**src/rtl/mac_result_serializer.sv**
```systemverilog
// Snapshots the 3x3 MAC accumulator array on a capture rising edge and streams
// the valid row_w x col_x window out row-major over a valid/ready interface.
module mac_result_serializer #(
    parameter int unsigned RES_W = 10,
    parameter int unsigned N     = 3
) (
    input  logic                   clk,
    input  logic                   rst_n,
    input  logic                   capture,
    input  logic [N*N*RES_W-1:0]   mac_res,
    input  logic [1:0]             row_w,
    input  logic [1:0]             col_x,
    output logic [RES_W-1:0]       data_out,
    output logic                   data_valid,
    input  logic                   data_ready,
    output logic                   busy,
    output logic                   done,
    output logic                   err
);

    localparam int unsigned NELEM = N * N;
    localparam int unsigned IDX_W = $clog2(NELEM);

    localparam logic [0:0] IDLE   = 1'b0;
    localparam logic [0:0] STREAM = 1'b1;

    logic [0:0]       state_q, state_n;
    logic             capture_q;
    logic             cap_edge;
    logic [RES_W-1:0] buf_q [NELEM];
    logic [RES_W-1:0] buf_n [NELEM];
    logic [1:0]       row_q, row_n, col_q, col_n;
    logic [1:0]       r_q, r_n, c_q, c_n;
    logic [1:0]       r_adv, c_adv;
    logic [IDX_W-1:0] idx_adv;
    logic             last_elem;
    logic [RES_W-1:0] data_out_n;
    logic             valid_n, busy_n, done_n, err_n;

    // Row-major successor of (r,c) inside the latched window
    always_comb begin
        cap_edge  = capture & ~capture_q;
        last_elem = (r_q == row_q - 2'd1) && (c_q == col_q - 2'd1);
        if (c_q == col_q - 2'd1) begin
            c_adv = 2'd0;
            r_adv = r_q + 2'd1;
        end else begin
            c_adv = c_q + 2'd1;
            r_adv = r_q;
        end
        idx_adv = IDX_W'(r_adv) * IDX_W'(N) + IDX_W'(c_adv);
    end

    always_comb begin
        state_n    = state_q;
        buf_n      = buf_q;
        row_n      = row_q;
        col_n      = col_q;
        r_n        = r_q;
        c_n        = c_q;
        data_out_n = data_out;
        valid_n    = data_valid;
        busy_n     = busy;
        done_n     = 1'b0;
        err_n      = 1'b0;

        case (state_q)
            IDLE: begin
                if (cap_edge) begin
                    if (row_w == 2'd0 || col_x == 2'd0) begin
                        err_n = 1'b1;
                    end else begin
                        for (int unsigned k = 0; k < NELEM; k++) begin
                            buf_n[k] = mac_res[k*RES_W +: RES_W];
                        end
                        row_n      = row_w;
                        col_n      = col_x;
                        r_n        = 2'd0;
                        c_n        = 2'd0;
                        data_out_n = mac_res[RES_W-1:0];
                        valid_n    = 1'b1;
                        busy_n     = 1'b1;
                        state_n    = STREAM;
                    end
                end
            end
            STREAM: begin
                // Captures during a stream are deliberately ignored
                if (data_valid && data_ready) begin
                    if (last_elem) begin
                        data_out_n = '0;
                        valid_n    = 1'b0;
                        busy_n     = 1'b0;
                        done_n     = 1'b1;
                        state_n    = IDLE;
                    end else begin
                        r_n        = r_adv;
                        c_n        = c_adv;
                        data_out_n = buf_q[idx_adv];
                    end
                end
            end
            default: begin
                state_n = IDLE;
                valid_n = 1'b0;
                busy_n  = 1'b0;
            end
        endcase
    end

    // capture_q resets high so a capture already asserted at reset release is not an edge
    always_ff @(posedge clk) begin
        if (!rst_n) begin
            state_q    <= IDLE;
            capture_q  <= 1'b1;
            for (int unsigned k = 0; k < NELEM; k++) begin
                buf_q[k] <= '0;
            end
            row_q      <= 2'd0;
            col_q      <= 2'd0;
            r_q        <= 2'd0;
            c_q        <= 2'd0;
            data_out   <= '0;
            data_valid <= 1'b0;
            busy       <= 1'b0;
            done       <= 1'b0;
            err        <= 1'b0;
        end else begin
            state_q    <= state_n;
            capture_q  <= capture;
            buf_q      <= buf_n;
            row_q      <= row_n;
            col_q      <= col_n;
            r_q        <= r_n;
            c_q        <= c_n;
            data_out   <= data_out_n;
            data_valid <= valid_n;
            busy       <= busy_n;
            done       <= done_n;
            err        <= err_n;
        end
    end

endmodule

```
**config.mk**
```make
export PLATFORM = sky130hd
export DESIGN_NAME = mac_result_serializer
export DESIGN_NICKNAME = d
export VERILOG_FILES = /design/src/rtl/mac_result_serializer.sv
export SDC_FILE = /design/constraint.sdc
export NUM_CORES = 1
export LEC_CHECK = 0
export BUFFER_PORTS_ARGS = -buffer_cell sky130_fd_sc_hd__buf_2
export CORE_UTILIZATION = 45
export CTS_CLUSTER_SIZE = 14
export DETAILED_ROUTE_END_ITERATION = 12
export PLACE_DENSITY = 0.68
export SETUP_SLACK_MARGIN = 0.15
export SLEW_MARGIN = 20
export SYNTH_ARGS = -nofsm -noshare
export SYNTH_HDL_FRONTEND = slang
export SYNTH_SLANG_ARGS = --single-unit
```
**constraint.sdc**
```tcl
create_clock -name clk -period 7 [get_ports clk]
set_input_delay 0.7 -clock clk [delete_from_list [all_inputs] [get_ports clk]]
set_output_delay 0.7 -clock clk [all_outputs]
set_load 0.005 [all_outputs]
```
==> results of run 1 <==
-- critical path: stages (launching register included) --
cell and delay (ps):
sky130_fd_sc_hd__dfxtp_1 360, sky130_fd_sc_hd__xnor2_2 240, sky130_fd_sc_hd__mux2i_4 410, sky130_fd_sc_hd__nand2_1 120
sky130_fd_sc_hd__xor2_1 360, sky130_fd_sc_hd__fa_1 520, sky130_fd_sc_hd__inv_1 80, sky130_fd_sc_hd__ha_1 140
sky130_fd_sc_hd__inv_1 50, sky130_fd_sc_hd__fa_2 1080, sky130_fd_sc_hd__buf_4 400, sky130_fd_sc_hd__nor2b_1 80
sky130_fd_sc_hd__a2111oi_0 390, sky130_fd_sc_hd__a31oi_1 110, sky130_fd_sc_hd__a32oi_1 300, sky130_fd_sc_hd__o22ai_1 110
-- routing by layer --
| metal | global-route usage | up-vias | wire length, µm |
|---|---|---|---|
| met5 | 0 | - | 0 |
| met4 | 0.09785 | 0 | 346 |
| met3 | 0.05106 | 26 | 726 |
| met2 | 0.3756 | 149 | 6169 |
| met1 | 0.3099 | 2092 | 5717 |
| li1 | - | 2253 | - |
-- state kept, by name, summed over array words and instances (netlist names) --
| signal | flops |
|---|---|
| col_q | 2 |
| buf_q | 90 |
| busy | 1 |
| r_q | 2 |
| c_q | 2 |
| data_out | 10 |
| row_q | 2 |
| done | 1 |
| state_q | 1 |
| err | 1 |
| capture_q | 1 |
-- layout make-up --
| type | count | area [µm²] | share of cell area |
|---|---|---|---|
| Multi-Input combinational cell | 442 | 2427 | 0.4017 |
| Timing Repair Buffer | 114 | 578.1 | 0.09565 |
| Clock inverter | 11 | 137.6 | 0.02277 |
| Clock buffer | 20 | 445.4 | 0.07371 |
| Inverter | 6 | 22.52 | 0.003727 |
| Tap cell | 136 | 170.2 | 0.02816 |
| Sequential cell | 113 | 2262 | 0.3743 |
-- stage by stage --
| step | worst slack, ps | area (µm²) | total power (µW) |
|---|---|---|---|
| finish | 2097 | 6043 | 1626 |
| global route | 1712 | 6043 | 1678 |
| CTS | 2081 | 6043 | 1633 |
| detailed placement | 2189 | 5460 | 791.6 |
| global placement | 2407 | 5460 | 789.2 |
| floorplan | 3299 | 4925 | 746.2 |
-- Yosys cell counts --
cell and count:
sky130_fd_sc_hd__buf_2 20, sky130_fd_sc_hd__nand2_4 1, sky130_fd_sc_hd__buf_4 3, sky130_fd_sc_hd__ha_1 2, sky130_fd_sc_hd__dfxtp_1 113, sky130_fd_sc_hd__a2111oi_0 9
sky130_fd_sc_hd__nand2_1 192, sky130_fd_sc_hd__inv_2 1, sky130_fd_sc_hd__xor2_1 2, sky130_fd_sc_hd__xnor2_2 1, sky130_fd_sc_hd__mux2i_1 21, sky130_fd_sc_hd__o21ai_1 2
sky130_fd_sc_hd__a311oi_1 1, sky130_fd_sc_hd__o22ai_1 13, sky130_fd_sc_hd__o21a_1 1, sky130_fd_sc_hd__fa_1 2, sky130_fd_sc_hd__a211oi_1 9, sky130_fd_sc_hd__mux2i_4 1
sky130_fd_sc_hd__clkbuf_1 25, sky130_fd_sc_hd__buf_1 2, sky130_fd_sc_hd__nor3_1 1, sky130_fd_sc_hd__and3_1 3, sky130_fd_sc_hd__nor2b_1 19, sky130_fd_sc_hd__nand3_1 3
sky130_fd_sc_hd__nor4b_4 1, sky130_fd_sc_hd__inv_1 5, sky130_fd_sc_hd__xnor2_1 3, sky130_fd_sc_hd__o32ai_1 1, sky130_fd_sc_hd__mux4_2 1, sky130_fd_sc_hd__nor3b_2 1
sky130_fd_sc_hd__a32oi_1 9, sky130_fd_sc_hd__a31oi_1 10, sky130_fd_sc_hd__nand2b_1 9, sky130_fd_sc_hd__nor2_1 4, sky130_fd_sc_hd__o2111a_1 1, sky130_fd_sc_hd__a21boi_0 9
sky130_fd_sc_hd__a21oi_1 108, sky130_fd_sc_hd__and2b_1 1, sky130_fd_sc_hd__nand3b_1 1
-- path summary, 6_finish.rpt --
kind              slack [ps]                        to
hold reg to reg          450    buf_q[43]$_SDFFE_PN0P_
setup reg to reg        2100  data_out[0]$_SDFFE_PN0P_
hold / removal           380      capture_q$_SDFF_PN1_
setup / recovery        2100  data_out[0]$_SDFFE_PN0P_
-- cell families after synthesis --
kind of cell | count (synthesis)
AO/OA/AOI/OAI | 173
XOR/XNOR | 6
adder cells (fa/ha/maj) | 4
buffers and inverters | 56
flip-flops | 113
multiplexers | 23
AND/OR/NAND/NOR | 236
-- power groups by stage --
stage	Clock, µW	Sequential [µW]	Combinational [µW]
2_1_floorplan	0	679	66.8
4_1_cts	854	670	109
3_5_place_dp	0	683	108
3_3_place_gp	0	683	106
6_report	847	670	109
5_1_grt	885	671	121
==> impl_summary.txt, run 1 <==
----------------------------------------------------
[Outcome]
  Status ... completed

[Clock network]
  Worst-Skew Late Latency ... 510 ps
  Clock tree sinks ... 113
  Root buffer selected by CTS ... sky130_fd_sc_hd__clkbuf_8
  Number of hold buffers added after cts ... 0
  Bufs on Longest Clock Path ... 2
  Post-CTS clock slew at the launch and capture registers of the worst setup and hold paths ... 60 ps
  Post-CTS setup buffers ... 0
  Maximum level of the CTS H-tree ... 4
  Resized Gates After CTS ... 0
  CTS Buf Count ... 17
  CTS tree ... yes

[Global routing]
  Remaining global-route overflow ... 0
  Vias in the first global route ... 4,291
  Total Routing Usage GR ... 0.2360
  Largest net degree at the start of global routing ... 97
  First-pass GRT wire length ... 20,850 µm
  Number of antenna violations at the first check in global routing ... 0

[Place]
  Number of cells in the design after placement ... 811
  Weighted congestion at the end of routability-driven global placement ... 0.8250
  Buffers on Ports ... 111
  HPWL after detailed placement ... 8859 µm

[Synth]
  Simple-gate portion of the synthesized area ... 0.2055
  Area share of the largest cell type after synthesis ... 0.4593
  Register bit total from synthesis ... 113
  Mux cell area share after synthesis ... 0.05183
  Sequential share of the synthesized area ... 0.4593
  Post-Synthesis Mean Instance Area ... 8.060 µm²
  Adder and majority gate portion of the synthesized area ... 0.01321
  Post-synthesis compound-gate area fraction ... 0.2078
  Post-Syn Nets ... 713
  Main combinational cell family by area after synthesis ... compound AO/OA/AOI/OAI gates
  Xor and xnor area share after synthesis ... 0.01220
  Post-synthesis cell type with the largest combined area ... sky130_fd_sc_hd__dfxtp_1
  Post-Synthesis Cells ... 611
  Largest cells by area after synthesis ... sky130_fd_sc_hd__dfxtp_1 46%, sky130_fd_sc_hd__nand2_1 15%, sky130_fd_sc_hd__a21oi_1 11%
  Number of synthesis warnings ... 0
  Library cells used by synthesis ... 39
  Cell area after synthesis ... 0.004925 mm²

[Timing]
  Worst-case clock skew ... 6.669 ps
  Final-report setup violation count ... 0
  Number of pins with negative max-slew slack in the final report ... 0
  Final Hold Vio Count ... 0
  RSZ-0062 raised after global routing ... no
  Max Clk Rate ... 204.0 MHz
  Post-route clock period utilization ... 0.7004
  Slew @ Worst Pin ... 1026 ps
  Final setup TNS ... 0 ps
  Worst hold slack ... 379.2 ps
  Worst relative slew slack ... 0.3162
  Clock period minus final worst setup slack ... 4903 ps

[Final layout]
  Final #Nets ... 796
  Layout Area Growth over Synthesis ... 22.71%
  Share of cells above drive strength 1 ... 0.2181
  Number of antenna repair diodes ... 0
  Layout fillers ... 981
  Commonest cells after routing, fill and taps aside ... 192 x sky130_fd_sc_hd__nand2_1, 113 x sky130_fd_sc_hd__dfxtp_1, 111 x sky130_fd_sc_hd__buf_2
  Commonest non-fill, non-tap cell in the layout ... sky130_fd_sc_hd__nand2_1
  Layout Utilization ... 0.5776
  Post-route non-filler standard cell count ... 842

[Setup path]
  Critical path startpoint ... c_q[1]$_SDFFE_PN0P_
  Startpoint type of the worst setup path ... flip-flop
  Crit path capture type ... flip-flop
  Setup CP Type ... reg2reg
  Worst endpoint required time ... 7370 ps
  Largest fanout on the critical path ... 33
  Launch instance of the worst register-to-register path ... c_q[1]$_SDFFE_PN0P_
  Worst EP arrival ... 5270 ps
  Depth of the most critical reg-to-reg path ... 15

[Worst hold path]
  Class of the most critical hold timing path ... in2reg
  Min-Delay Path Depth ... 2
  Launch instance of the worst min-delay path ... capture

[Route]
  First-iteration detailed-routing DRC count ... 227
  DRC errors left ... 0
  Routed length per placed instance ... 15.39 µm
  Wire length after detailed routing ... 12,960 µm
  Antenna viol nets, final ... 0
  DR vias ... 4,520
  Drt via density ... 5.368
  Detailed-routing iteration count for the pre-antenna-repair pass ... 4

[Power]
  Total power per unit cell area ... 269.1 mW/mm²
  Clock network power share ... 0.521
  Reg power frac ... 0.412
  Internal power of the cells ... 1263 µW
  Switch Pwr ... 362.9 µW
  Switching part of the total power ... 0.2232
  Combinational share of power ... 0.067
  Highest ir drop seen on vdd ... 0.1829 mV
  Leakage Power ... 0.002372 µW

[Run]
  Number of maximum-capacitance violations ... 0

[Floorplanning]
  Number of top-level pins ... 112
  DIE WIDTH ... 106.6 µm
  Row count ... 37
  Die Span Y ... 106.6 µm
  Initial standard-cell utilization of the core ... 0.4707
  Die area ... 0.01137 mm²
  Core footprint ... 0.01046 mm²

----------------------------------------------------
No activity file was read; power rests on OpenSTA's default activity.
==> inputs of run 2 (changes only) <==
==> constraint.sdc (replaced) <==
create_clock -name clk -period 4.6 [get_ports clk]
set_input_delay 0.46 -clock clk [delete_from_list [all_inputs] [get_ports clk]]
set_output_delay 0.46 -clock clk [all_outputs]
set_load 0.005 [all_outputs]
==> run 2 against run 1 <==
  * Sequential cell count unchanged
  * Design area rose by 1.1%
  * Wire length increased by 1.9%
  * Total power is 50% higher
  * Clock power increased by 48%
  * Sequential power increased by 52%
  * Die area did not move
  * Non-clock buffer count up 9
  * Cell count is 0.95% higher
  * Combinational power increased by 53%
==> impl_summary.txt, run 2 (synthesis gave the netlist of run 1 again) <==
----------------------------------------------------
[Outcome]
  Status ... completed

[Route]
  First-iteration detailed-routing DRC count ... 289 (+27%)
  Detailed-routing iteration count for the pre-antenna-repair pass ... 5 (+1)
  Drt via density ... 5.311 (-1.1%)
  Antenna viol nets, final ... 0 (unchanged)
  DR vias ... 4,514 (-0.13%)
  DRC errors left ... 0 (unchanged)
  Wire length after detailed routing ... 13,210 µm (+1.9%)
  Routed length per placed instance ... 15.54 µm (+0.97%)

[Power]
  Switching part of the total power ... 0.2275 (+0.004341)
  Switch Pwr ... 554.4 µW (+53%)
  Post-route total power ... 2437 µW (+50%)
  Internal power of the cells ... 1882 µW (+49%)
  Clock network power share ... 0.513 (-0.008)
  Combinational share of power ... 0.069 (+0.002)
  Highest ir drop seen on vdd ... 0.1843 mV (+0.74%)
  Leakage Power ... 0.002409 µW (+1.5%)
  Total power per unit cell area ... 398.7 mW/mm² (+48%)
  Reg power frac ... 0.419 (+0.007)

[Setup path]
  Crit path capture type ... flip-flop
  Setup CP Type ... reg2reg
  Worst EP arrival ... 4460 ps (-810 ps)
  Worst endpoint required time ... 4980 ps (-2390 ps)
  Largest fanout on the critical path ... 11 (-67%)
  Startpoint type of the worst setup path ... flip-flop

[Worst hold path]
  Class of the most critical hold timing path ... in2reg

[Global routing]
  Number of antenna violations at the first check in global routing ... 0 (unchanged)
  Largest net degree at the start of global routing ... 97 (unchanged)
  First-pass GRT wire length ... 20,720 µm (-0.63%)
  Remaining global-route overflow ... 0 (unchanged)
  Highest-utilization routing layer at the global route stage ... met2
  Total Routing Usage GR ... 0.2380 (+0.001961)
  Met3 layer usage reported by global route ... 0.05897 (+0.007903)
  Met2 layer usage reported by global route ... 0.3940 (+0.01843)
  Vias in the first global route ... 4,292 (+0.023%)
  Met1 demand-to-capacity share in global routing ... 0.3007 (-0.009227)

[Final layout]
  Commonest cells after routing, fill and taps aside ... 192 x sky130_fd_sc_hd__nand2_1, 113 x sky130_fd_sc_hd__dfxtp_1, 111 x sky130_fd_sc_hd__buf_2
  Post-layout instance area ... 0.006111 mm² (+1.1%)
  Area used by multi-input combinational logic ... 0.002427 mm² (unchanged)
  Number of antenna repair diodes ... 0 (unchanged)
  Final #Nets ... 805 (+1.1%)
  Biggest registers after layout ... buf_q: 90 flops, data_out: 10 flops
  Share of cells above drive strength 1 ... 0.2283 (+0.01016)
  Post-route non-filler standard cell count ... 850 (+0.95%)
  Largest register by flop count ... buf_q
  Layout fillers ... 990 (+0.92%)
  Layout Area Growth over Synthesis ... 24.09%
  Area taken by flip-flops and latches ... 0.002262 mm² (unchanged)
  Largest register FFs ... 90 (unchanged)
  Commonest non-fill, non-tap cell in the layout ... sky130_fd_sc_hd__nand2_1

[Timing]
  Final setup TNS ... 0 ps (unchanged)
  Final Hold Vio Count ... 0 (unchanged)
  Slew @ Worst Pin ... 991.5 ps (-34.27 ps)
  Worst-case clock skew ... 6.223 ps (-0.4458 ps)
  Number of pins with negative max-slew slack in the final report ... 0 (unchanged)
  Post-route clock period utilization ... 0.8874 (+0.1870)
  RSZ-0062 raised after global routing ... no
  Final-report setup violation count ... 0 (unchanged)
  Final setup margin ... 518.0 ps (-1579 ps)
  Clock period minus final worst setup slack ... 4082 ps (-821.0 ps)
  Max Clk Rate ... 245.0 MHz (+20%)
  Worst relative slew slack ... 0.3390 (+0.02285)

[Run]
  Number of maximum-capacitance violations ... 0 (unchanged)

[Floorplanning]
  Die area ... 0.01137 mm² (unchanged)
  DIE WIDTH ... 106.6 µm (unchanged)
  Core footprint ... 0.01046 mm² (unchanged)
  Number of top-level pins ... 112 (unchanged)
  Die Span Y ... 106.6 µm (unchanged)
  Initial standard-cell utilization of the core ... 0.4707 (unchanged)
  Row count ... 37 (unchanged)

[Clock network]
  Clock tree sinks ... 113 (unchanged)
  Worst-Skew Late Latency ... 520 ps (about the same)
  Maximum level of the CTS H-tree ... 4 (unchanged)
  Root buffer selected by CTS ... sky130_fd_sc_hd__clkbuf_8
  Post-CTS clock slew at the launch and capture registers of the worst setup and hold paths ... 60 ps (about the same)
  Number of hold buffers added after cts ... 0 (unchanged)
  Bufs on Longest Clock Path ... 2 (unchanged)
  CTS tree ... yes
  CTS Buf Count ... 17 (unchanged)

[Place]
  Number of cells in the design after placement ... 816 (+0.62%)
  Cell Area, Placed ... 0.005510 mm² (+0.92%)
  HPWL after detailed placement ... 9281 µm (+4.8%)
  Setup WS pre-CTS ... 318.2 ps (-1871 ps)
  Weighted congestion at the end of routability-driven global placement ... 0.9423 (+14%)
  Buffers on Ports ... 111 (unchanged)

----------------------------------------------------
run 2: changes by cell type in the layout (fill, tap and decap cells not counted), sizes merged:
cell    previous run  this run
bufinv             3         2
buf              114       123
run 2: routing by layer:
layer,share of wire,vias up
li1,-,2275
met1,0.44,2091
met2,0.49,128
met3,0.050,20
met4,0.014,0
met5,0,-
run 2: per-stage QoR:
stage | utilization | hold WS [ps]
2_1_floorplan | - | 431.8
3_3_place_gp | 0.5267 | 439.8
3_5_place_dp | 0.5267 | 445.6
4_1_cts | 0.5808 | 132.2
5_1_grt | 0.5841 | 139.3
6_report | 0.5841 | 139.8
run 2: worst paths after layout:
kind / startpoint / to / slack (ps) / depth (start not counted)
worst max-delay path: c_q[1]$_SDFFE_PN0P_ / data_out[3]$_SDFFE_PN0P_ / 520 / 15
worst min-delay path: capture / capture_q$_SDFF_PN1_ / 140 / 2
worst max register to register: c_q[1]$_SDFFE_PN0P_ / data_out[3]$_SDFFE_PN0P_ / 520 / 15
worst min register to register: buf_q[81]$_SDFFE_PN0P_ / buf_q[81]$_SDFFE_PN0P_ / 460 / 2
run 2: power by group through the flow:
stage | clock, µW | combinational (µW) | sequential (µW)
2_1_floorplan | 0 | 102 | 1030
3_3_place_gp | 0 | 162 | 1040
3_5_place_dp | 0 | 167 | 1040
4_1_cts | 1250 | 168 | 1020
5_1_grt | 1310 | 186 | 1020
6_report | 1250 | 167 | 1020
run 2: what timing repair did:
action / CTS / global route
buffers inserted: 0 / 4
gates resized for setup: 0 / 0
endpoints found under the setup margin: 0 / 9
run 2: final cells by class:
cell class	instances	area share
inverter	6	0.003686
clock inverter	10	0.01822
tap	136	0.02785
multi-input combinational	442	0.3972
clock buffer	20	0.07453
sequential	113	0.3702
timing repair buffer	123	0.1083
run 2: critical path, stage by stage (launching register included):
cell	delay [ps]
sky130_fd_sc_hd__dfxtp_1	350
sky130_fd_sc_hd__xnor2_2	240
sky130_fd_sc_hd__mux2i_4	410
sky130_fd_sc_hd__nand2_1	120
sky130_fd_sc_hd__xor2_1	260
sky130_fd_sc_hd__fa_1	500
sky130_fd_sc_hd__inv_1	90
sky130_fd_sc_hd__ha_1	150
sky130_fd_sc_hd__inv_1	60
sky130_fd_sc_hd__fa_2	590
sky130_fd_sc_hd__buf_4	210
sky130_fd_sc_hd__nor2b_1	60
sky130_fd_sc_hd__a2111oi_0	430
sky130_fd_sc_hd__a31oi_1	130
sky130_fd_sc_hd__a32oi_1	230
sky130_fd_sc_hd__o22ai_1	90
